`src/rtl/mac_seq_pkg.sv`:
```
// -----------------------------------------------------------------------------
// mac_seq_pkg
// Shared definitions for the MAC sequencing controller:
//   - state_t        : controller FSM state encoding
//   - DRAIN_DEPTH    : cycles between the last read enable and a valid result
//   - DRAIN_CNT_W    : width of the drain cycle counter
//   - addr_width()   : address width for a dimension (never less than 1 bit)
//   - result_width() : accumulator width that cannot overflow for K products
// No ports (package only).
// -----------------------------------------------------------------------------
package mac_seq_pkg;

  typedef enum logic [2:0] {
    ST_IDLE  = 3'd0,
    ST_READ  = 3'd1,
    ST_DRAIN = 3'd2,
    ST_WRITE = 3'd3,
    ST_DONE  = 3'd4
  } state_t;

  // Memory read latency (1) plus the product register stage (1).
  localparam int DRAIN_DEPTH = 2;
  localparam int DRAIN_CNT_W = 2;

  // A dimension of 1 still needs a 1-bit address port.
  function automatic int addr_width(input int n);
    return (n > 1) ? $clog2(n) : 1;
  endfunction

  // Each product is 2*dw bits; summing k of them adds clog2(k) carry bits.
  function automatic int result_width(input int dw, input int k);
    return 2 * dw + $clog2(k);
  endfunction

endpackage

```
`src/rtl/mac_seq_datapath.sv`:
```
// -----------------------------------------------------------------------------
// mac_seq_datapath
// Two-stage unsigned multiply/accumulate pipeline fed by the matrix memories.
//   Stage 1: registers i_a*i_b in the cycle the memory data is valid
//            (one cycle after the read enable).
//   Stage 2: loads (first product of a dot product) or adds the zero-extended
//            product into the accumulator.
// Ports:
//   clk, resetn      clock, synchronous active-low reset
//   i_clear          drop all in-flight pipeline valids (abort)
//   i_rd_en          read enable issued to the A/B memories this cycle
//   i_rd_first       the read issued this cycle is element k=0
//   i_a, i_b         memory read data (valid the cycle after i_rd_en)
//   o_acc            accumulator value
// -----------------------------------------------------------------------------
module mac_seq_datapath
  import mac_seq_pkg::*;
#(
  parameter int DW = 32,
  parameter int RW = 66
) (
  input  logic          clk,
  input  logic          resetn,
  input  logic          i_clear,
  input  logic          i_rd_en,
  input  logic          i_rd_first,
  input  logic [DW-1:0] i_a,
  input  logic [DW-1:0] i_b,
  output logic [RW-1:0] o_acc
);

  // r_v0/r_f0: memory data valid this cycle; r_v1/r_f1: product valid.
  logic            r_v0;
  logic            r_f0;
  logic            r_v1;
  logic            r_f1;
  logic [2*DW-1:0] r_prod;
  logic [RW-1:0]   r_acc;
  logic [2*DW-1:0] w_prod;

  assign w_prod = {{DW{1'b0}}, i_a} * {{DW{1'b0}}, i_b};

  always_ff @(posedge clk) begin
    if (!resetn) begin
      r_v0   <= 1'b0;
      r_f0   <= 1'b0;
      r_v1   <= 1'b0;
      r_f1   <= 1'b0;
      r_prod <= '0;
      r_acc  <= '0;
    end else if (i_clear) begin
      // Accumulator contents are left as-is; the next k=0 product reloads it.
      r_v0 <= 1'b0;
      r_f0 <= 1'b0;
      r_v1 <= 1'b0;
      r_f1 <= 1'b0;
    end else begin
      r_v0 <= i_rd_en;
      r_f0 <= i_rd_first;
      r_v1 <= r_v0;
      r_f1 <= r_f0;
      if (r_v0) begin
        r_prod <= w_prod;
      end
      if (r_v1) begin
        r_acc <= r_f1 ? RW'(r_prod) : (r_acc + RW'(r_prod));
      end
    end
  end

  assign o_acc = r_acc;

endmodule

```
`src/rtl/mac_seq_ctrl.sv`:
```
// -----------------------------------------------------------------------------
// mac_seq_ctrl
// Sequencer for C = A x B (A is MxK, B is KxN). On start it walks every C[i][j]
// in row-major order: K read cycles, DRAIN_DEPTH drain cycles, then one write
// to the C memory held until accepted. Element cost is K+3 cycles without
// back-pressure.
//
// Optional feature macro: MAC_SEQ_STALL_CNT_EN
//   When defined, adds output stall_cycles[31:0], counting cycles with
//   c_we && !c_ready; cleared on reset and on an accepted start; saturating.
//
// Ports:
//   clk, resetn                      clock, synchronous active-low reset
//   start, stop                      begin a product (IDLE only) / abort
//   busy, done                       not-IDLE flag / one-cycle completion pulse
//   row_addr_a, col_addr_a, matrix_a_re   A memory read port
//   row_addr_b, col_addr_b, matrix_b_re   B memory read port
//   data_in_a, data_in_b             read data, valid the cycle after enable
//   c_row_addr, c_col_addr, c_data, c_we  C memory write port
//   c_ready                          C memory write acceptance
//
// C write handshake: c_we is the valid. While c_we=1 and c_ready=0 the
// controller holds c_we, c_row_addr, c_col_addr and c_data stable; the write
// transfers on a rising edge where c_we && c_ready, and c_we drops (or moves
// to the next element) only after that edge.
// -----------------------------------------------------------------------------
module mac_seq_ctrl
  import mac_seq_pkg::*;
#(
  parameter int M                        = 4,
  parameter int N                        = 4,
  parameter int K                        = 4,
  parameter int DATA_WIDTH_INIT_MATRIX   = 32,
  parameter int DATA_WIDTH_RESULT_MATRIX = result_width(DATA_WIDTH_INIT_MATRIX, K)
) (
  input  logic                                clk,
  input  logic                                resetn,
  input  logic                                start,
  input  logic                                stop,
  output logic                                busy,
  output logic                                done,
  output logic [addr_width(M)-1:0]            row_addr_a,
  output logic [addr_width(K)-1:0]            col_addr_a,
  output logic                                matrix_a_re,
  output logic [addr_width(K)-1:0]            row_addr_b,
  output logic [addr_width(N)-1:0]            col_addr_b,
  output logic                                matrix_b_re,
  input  logic [DATA_WIDTH_INIT_MATRIX-1:0]   data_in_a,
  input  logic [DATA_WIDTH_INIT_MATRIX-1:0]   data_in_b,
  output logic [addr_width(M)-1:0]            c_row_addr,
  output logic [addr_width(N)-1:0]            c_col_addr,
  output logic [DATA_WIDTH_RESULT_MATRIX-1:0] c_data,
  output logic                                c_we,
  input  logic                                c_ready
`ifdef MAC_SEQ_STALL_CNT_EN
  ,
  output logic [31:0]                         stall_cycles
`endif
);

  localparam int MW = addr_width(M);
  localparam int NW = addr_width(N);
  localparam int KW = addr_width(K);

  state_t                 r_state;
  logic                   r_busy;
  logic                   r_done;
  logic                   r_re;
  logic                   r_c_we;
  logic [MW-1:0]          r_i;
  logic [NW-1:0]          r_j;
  logic [KW-1:0]          r_k;
  logic [DRAIN_CNT_W-1:0] r_drain;
  logic [MW-1:0]          r_row_a;
  logic [KW-1:0]          r_col_a;
  logic [KW-1:0]          r_row_b;
  logic [NW-1:0]          r_col_b;
  logic [MW-1:0]          r_c_row;
  logic [NW-1:0]          r_c_col;

  logic w_abort;
  logic w_last_i;
  logic w_last_j;
  logic w_last_k;
  logic w_rd_first;

  assign w_abort    = stop && (r_state != ST_IDLE);
  assign w_last_i   = (r_i == MW'(M - 1));
  assign w_last_j   = (r_j == NW'(N - 1));
  assign w_last_k   = (r_k == KW'(K - 1));
  // r_k tracks the k of the read enable currently on the bus.
  assign w_rd_first = (r_k == '0);

  always_ff @(posedge clk) begin
    if (!resetn) begin
      r_state <= ST_IDLE;
      r_busy  <= 1'b0;
      r_done  <= 1'b0;
      r_re    <= 1'b0;
      r_c_we  <= 1'b0;
      r_i     <= '0;
      r_j     <= '0;
      r_k     <= '0;
      r_drain <= '0;
      r_row_a <= '0;
      r_col_a <= '0;
      r_row_b <= '0;
      r_col_b <= '0;
      r_c_row <= '0;
      r_c_col <= '0;
    end else if (w_abort) begin
      r_state <= ST_IDLE;
      r_busy  <= 1'b0;
      r_done  <= 1'b0;
      r_re    <= 1'b0;
      r_c_we  <= 1'b0;
      r_i     <= '0;
      r_j     <= '0;
      r_k     <= '0;
      r_drain <= '0;
    end else begin
      r_done <= 1'b0;
      case (r_state)
        ST_IDLE: begin
          if (start && !stop) begin
            r_state <= ST_READ;
            r_busy  <= 1'b1;
            r_i     <= '0;
            r_j     <= '0;
            r_k     <= '0;
            r_re    <= 1'b1;
            r_row_a <= '0;
            r_col_a <= '0;
            r_row_b <= '0;
            r_col_b <= '0;
          end
        end

        ST_READ: begin
          if (w_last_k) begin
            r_state <= ST_DRAIN;
            r_re    <= 1'b0;
            r_drain <= '0;
          end else begin
            r_k     <= r_k + KW'(1);
            r_col_a <= r_k + KW'(1);
            r_row_b <= r_k + KW'(1);
          end
        end

        ST_DRAIN: begin
          if (r_drain == DRAIN_CNT_W'(DRAIN_DEPTH - 1)) begin
            r_state <= ST_WRITE;
            r_c_we  <= 1'b1;
            r_c_row <= r_i;
            r_c_col <= r_j;
          end else begin
            r_drain <= r_drain + DRAIN_CNT_W'(1);
          end
        end

        ST_WRITE: begin
          if (c_ready) begin
            r_c_we <= 1'b0;
            if (w_last_i && w_last_j) begin
              r_state <= ST_DONE;
              r_done  <= 1'b1;
            end else begin
              r_state <= ST_READ;
              r_re    <= 1'b1;
              r_k     <= '0;
              r_col_a <= '0;
              r_row_b <= '0;
              if (w_last_j) begin
                r_j     <= '0;
                r_i     <= r_i + MW'(1);
                r_row_a <= r_i + MW'(1);
                r_col_b <= '0;
              end else begin
                r_j     <= r_j + NW'(1);
                r_col_b <= r_j + NW'(1);
              end
            end
          end
        end

        ST_DONE: begin
          r_state <= ST_IDLE;
          r_busy  <= 1'b0;
          r_i     <= '0;
          r_j     <= '0;
          r_k     <= '0;
        end

        default: begin
          r_state <= ST_IDLE;
          r_busy  <= 1'b0;
          r_re    <= 1'b0;
          r_c_we  <= 1'b0;
        end
      endcase
    end
  end

  mac_seq_datapath #(
    .DW (DATA_WIDTH_INIT_MATRIX),
    .RW (DATA_WIDTH_RESULT_MATRIX)
  ) u_datapath (
    .clk        (clk),
    .resetn     (resetn),
    .i_clear    (w_abort),
    .i_rd_en    (r_re),
    .i_rd_first (w_rd_first),
    .i_a        (data_in_a),
    .i_b        (data_in_b),
    .o_acc      (c_data)
  );

`ifdef MAC_SEQ_STALL_CNT_EN
  logic [31:0] r_stall_cnt;

  always_ff @(posedge clk) begin
    if (!resetn) begin
      r_stall_cnt <= '0;
    end else if ((r_state == ST_IDLE) && start && !stop) begin
      r_stall_cnt <= '0;
    end else if (r_c_we && !c_ready && (r_stall_cnt != '1)) begin
      r_stall_cnt <= r_stall_cnt + 32'd1;
    end
  end

  assign stall_cycles = r_stall_cnt;
`endif

  assign busy        = r_busy;
  assign done        = r_done;
  assign matrix_a_re = r_re;
  assign matrix_b_re = r_re;
  assign row_addr_a  = r_row_a;
  assign col_addr_a  = r_col_a;
  assign row_addr_b  = r_row_b;
  assign col_addr_b  = r_col_b;
  assign c_we        = r_c_we;
  assign c_row_addr  = r_c_row;
  assign c_col_addr  = r_c_col;

endmodule

```
`config.mk`:
```
export PLATFORM = sky130hd
export DESIGN_NAME = mac_seq_ctrl
export DESIGN_NICKNAME = d
export VERILOG_FILES = /design/src/rtl/mac_seq_pkg.sv /design/src/rtl/mac_seq_datapath.sv /design/src/rtl/mac_seq_ctrl.sv
export SDC_FILE = /design/constraint.sdc
export NUM_CORES = 2
export LEC_CHECK = 0
export CORE_MARGIN = 8
export CORE_UTILIZATION = 55
export CTS_BUF_LIST = sky130_fd_sc_hd__clkbuf_16
export CTS_CLUSTER_DIAMETER = 80
export DETAILED_ROUTE_END_ITERATION = 10
export PLACE_DENSITY = 0.69
export SLEW_MARGIN = 10
export SYNTH_ARGS = -nofsm -noshare
export SYNTH_HDL_FRONTEND = slang
export SYNTH_SLANG_ARGS = --single-unit
export TNS_END_PERCENT = 1
```
`constraint.sdc`:
```
create_clock -name clk -period 19.65 [get_ports clk]
set_clock_uncertainty 0.1 [all_clocks]
set_input_delay 1.965 -clock clk [delete_from_list [all_inputs] [get_ports clk]]
set_output_delay 1.965 -clock clk [all_outputs]
set_load 0.01 [all_outputs]
```
---- Word level (Yosys, flattened, before mapping) ----
Cells that the tools add are included.
storage, ports and cells
  register bits after elaboration ......... 159
  input port bits ......................... 69
  output and inout bits ................... 83
  logic and storage cells ................. 116
cells by class
  $add $sub $neg .......................... 5
  multiply operators ...................... 1
  eq/ne operators ......................... 16
  muxes and demuxes ....................... 36
  bitwise gates (word level) .............. 7
  reduce and logical (&&, ||, !) cells .... 31
operator list
  operator               count
  $add A66 B64 Y66       1
  $mux W66               1
  $mul A32 B32 Y64       1
  $mux W2                12
  $reduce_and A5 Y1      4
  $pmux W2 S3            3
  $ne A2 B2 Y1 const B   8
  $mux W3                5
  $pmux W2 S2            3
  $pmux W3 S4            1
  $reduce_and A6 Y1      2
  $reduce_and A3 Y1      3
  $reduce_bool A3 Y1     3
  $add A2 B1 Y2 const B  4
  $pmux W2 S4            1
  $reduce_and A4 Y1      2
  $mux W1                7
  $not A1 Y1             7
  $eq A2 B2 Y1 const B   3
  $eq A3 B2 Y1 const B   2
  $reduce_and A2 Y1      3
  $reduce_or A3 Y1       2
  $pmux W1 S4            1
  $reduce_bool A2 Y1     2
  12 further kinds       15

---- Depth between registers and ports, before layout ----
  depth after elaboration ................. 5
  depth in mapped cells ................... 29

---- By module ----
Synthesis repeated with hierarchy kept, for this count alone.
unflattened totals
  cell total of the unflattened synthesis .. 5036
  area total of the unflattened synthesis .. 43638.1 sq um
modules (own cells, without submodules)
  module            instances  cells an instance  area an instance (sq um)  seq. area each (sq um)
  mac_seq_datapath  1          4887               42323.1                   2682.6
  mac_seq_ctrl      1          149                1315.0                    500.5

---- Worst setup path before layout ----
OpenSTA, ideal clock, no wires.
  path type ............................... input-to-reg
  start point ............................. in data_in_a[21]
  end point ............................... reg u_datapath.r_prod[56]
  library setup time ...................... 0.117 ns
  arrival ................................. 8.746 ns
  setup slack ............................. 10.687 ns
  stages on the path ...................... 24
  buffers on the path ..................... 2
  cell sequence ........................... clkbuf_1 > nand2_1 > fa_1 > fa_1 > fa_1 > fa_1 > inv_1 > fa_1 > fa_1 > fa_1 > inv_1 > fa_1 > inv_1 > ha_1 > clkbuf_1 > nand4_1 > or3_1 > or2_2 > o211ai_1 > a31oi_2 > o31ai_1 > a41oi_1 > xnor2_1 > a22o_1
between the ends
  longest elaborated chain between the ends .. 1
ends and longest elaborated chain
  what                  line                    source
  start, declared       mac_seq_ctrl.sv:48      input logic [DATA_WIDTH_INIT_MATRIX-1:0] data_in_a,
  $mul A32 B32 Y64      mac_seq_datapath.sv:41  assign w_prod = {{DW{1'b0}}, i_a} * {{DW{1'b0}}, i_b};
  end signal, assigned  mac_seq_datapath.sv:63  r_prod <= w_prod;
  end, declared         mac_seq_datapath.sv:37  logic [2*DW-1:0] r_prod;
No other way between the ends.
A chain may end at the register's enable or synchronous reset.

---- Final worst setup path ----
  start point ............................. in data_in_b[9]
  end point ............................... reg u_datapath.r_prod[58]
between the ends
  longest elaborated chain between the ends .. 1
ends and longest elaborated chain
  what              line                    source
  start, declared   mac_seq_ctrl.sv:49      input logic [DATA_WIDTH_INIT_MATRIX-1:0] data_in_b,
  $mul A32 B32 Y64  mac_seq_datapath.sv:41
No other way between the ends.

==> results.tsv <==
metric	value	unit
status	finished clean	
HPWL after detailed placement	91460	µm
layout net count	6171	
gr usage total	0.2778	
die height	296.6	µm
final max-slew violation count	0	
Vias	33400	
busiest grt layer	met2	
Yosys reg bits	159	
cell area after layout	45900	µm²
Primary FF master, synth	dfxtp_1	
CTS tree	yes	
synth warn	0	
fin crit period	9.845	ns
relative slew slack	0.3518	
Setup crit end kind	register	
post-CTS sizing	0	
Netlist Area Pre-Place	43310	µm²
Setup-failing EPs final	0	
num rows	103	
WL final	120000	µm
worst r2r path cells	14	
detail-routed via count per cell	5.627	
met2 usage	0.4520	
Avg Cell Area, Syn	8.757	µm²
number of routed nets with antenna violations	0	
TritonCTS Buffers	17	
synthesized net count	6243	
Inserted Diodes	0	
DP Area	45360	µm²
Setup Crit Path Kind	in2reg	
num ports	152	
GR Util met1	0.3859	
largest net degree at the start of global routing	89	
WHS Path Cells	1	
Post-route DRC	0	
Worst-Margin Slew	0.9724	ns
CP Launch Type	primary input	
Overflow after GRT	0	
sequential area share after synthesis	0.07350	
Non-Filler Instances	5936	
postcts setup bufs	0	
Final period util	0.5010	
CP max FO	32	
Core ar.	78480	µm²
clock sink total	159	
commonest non-fill, non-tap cell in the layout	fa_1	
Hold WC Path Type	reg2reg	
max_cap viols	0	
Initial Util	0.5518	
DR iter-0 viols	2484	
Distinct cells, synth	82	
first-pass GRT wire length	192700	µm
initial antenna violation count	0	
DRT Pass-1 Iters	6	
Buffers on Ports	151	
WP data required	19.89	ns
H-tree Lvls	4	
Filler cells	7039	
worst-skew pair later-pin latency	0.45	ns
DIE WIDTH	296.6	µm
placed cell count	5904	
Worst-path clk slew	0.06	ns
root buf cell	clkbuf_16	
WL/cell	20.22	µm
clk buf depth	2	
Hold Buf Count CTS	0	
Arr. time, crit path	10.09	ns
RePlAce Congestion	0.9504	
met3 usage	0.05155	
vias in the first global route	34870	
Async S/R FF share, synth	0	
most frequent cells in the layout	fa_1 (897), inv_1 (886), nand2_1 (655), and2_1 (630), ha_1 (332)	
synthesized netlist cell count	4945	
setup TNS	0	ns
Post-synth EDFFs	0	
die area	87970	µm²
share of post-route cells with drive strength above 1	0.02763	
fmax	0.1016	GHz
unrepaired setup endpoints after global routing	false	
Area growth syn-to-layout	5.992	%
Hold Fails Final Rpt	0	
path summary, 6_finish.rpt:
path | start | end | slack (ns)
worst max-delay path | data_in_b[9] | u_datapath.r_prod[58]$_SDFFE_PN0P_ | 9.80
worst min-delay path | u_datapath.r_f0$_SDFF_PP0_ | u_datapath.r_f1$_SDFF_PP0_ | 0.36
worst max register to register | u_datapath.r_prod[0]$_SDFFE_PN0P_ | u_datapath.o_acc[58]$_SDFFE_PN0P_ | 15.80
worst min register to register | u_datapath.r_f0$_SDFF_PP0_ | u_datapath.r_f1$_SDFF_PP0_ | 0.36
cell usage after synthesis (13+ instances only):
cell type | instances | area (µm²)
a21o_1 | 87 | 653.1
dfxtp_1 | 159 | 3183
o21ai_0 | 143 | 715.7
clkbuf_1 | 278 | 1044
o21bai_1 | 20 | 150.1
and3_1 | 17 | 106.4
nand4_1 | 33 | 206.5
a22o_1 | 15 | 131.4
ha_1 | 332 | 4154
nand2_1 | 656 | 2462
nor2b_1 | 22 | 137.6
mux2i_1 | 17 | 170.2
nor3_1 | 22 | 110.1
fa_1 | 897 | 17960
nand2b_1 | 17 | 106.4
o211ai_1 | 41 | 307.8
xor2_1 | 44 | 385.4
a21boi_0 | 15 | 112.6
inv_1 | 885 | 3322
xnor2_1 | 69 | 604.3
a211oi_1 | 15 | 112.6
nand3_1 | 33 | 165.2
and2_1 | 631 | 3948
o31ai_1 | 13 | 97.59
o211a_1 | 40 | 400.4
nor2_1 | 95 | 356.6
a21oi_1 | 176 | 880.8
a31oi_1 | 15 | 93.84
through the flow:
step	setup WS, ns	hold slack, ns	util
6_report	9.805	0.3638	0.5848
5_1_grt	9.451	0.3843	0.5848
4_1_cts	9.887	0.3683	0.5848
3_5_place_dp	9.412	0.3526	0.5780
3_3_place_gp	9.517	0.3413	0.5780
2_1_floorplan	10.69	0.3367	-
routing by layer:
layer  up-vias  part of all wire
li1      15050                 -
met1     16850              0.43
met2      1307              0.46
met3       197             0.081
met4         0             0.024
met5         -                 0
critical path: stages:
cell and delay (ns):
clkdlybuf4s50_1 0.45, buf_4 0.39, and2_1 0.22, fa_1 0.44
fa_1 0.54, inv_1 0.06, fa_1 0.46, fa_1 0.55
inv_1 0.06, fa_1 0.58, fa_1 0.44, fa_1 0.55
inv_1 0.08, fa_1 0.49, inv_1 0.04, ha_1 0.40
nand4_1 0.19, nor4_1 0.37, nand2_1 0.12, or4_1 0.54
a21oi_1 0.37, a21o_1 0.24, nand2_1 0.07, o21ai_1 0.17
xor2_1 0.09, a22o_1 0.18
flip-flops by register name (all words and copies together) (netlist names), 2 cells and up:
signal	flops
r_j	2
r_state	3
c_col_addr	2
u_datapath.r_prod	64
col_addr_b	2
r_drain	2
c_row_addr	2
r_k	2
row_addr_b	2
u_datapath.o_acc	66
r_i	2
row_addr_a	2
logic make-up after synthesis:
| group | after synthesis | synth area share |
|---|---|---|
| xor gates and xnor gates | 113 | 0.02285 |
| muxes | 17 | 0.003929 |
| adders and majority gates | 1229 | 0.5106 |
| buffers and inverters | 1187 | 0.1035 |
| and+or+nand+nor | 1577 | 0.1845 |
| DFF | 159 | 0.07350 |
| AOI/OAI and AO/OA | 663 | 0.1012 |
cell type report:
type	count	area (µm²)	share of cell area
Inverter	885	3322	0.07237
Tap cell	1050	1314	0.02862
Sequential cell	159	3187	0.06943
Multi-Input combinational cell	3599	35650	0.7766
Timing Repair Buffer	211	1894	0.04127
Clock inverter	15	111.4	0.002426
Clock buffer	17	425.4	0.009268
Power is left out: the tool's default activity adds up to more than one toggle a clock period on the data nets, which glitch-free logic cannot reach.
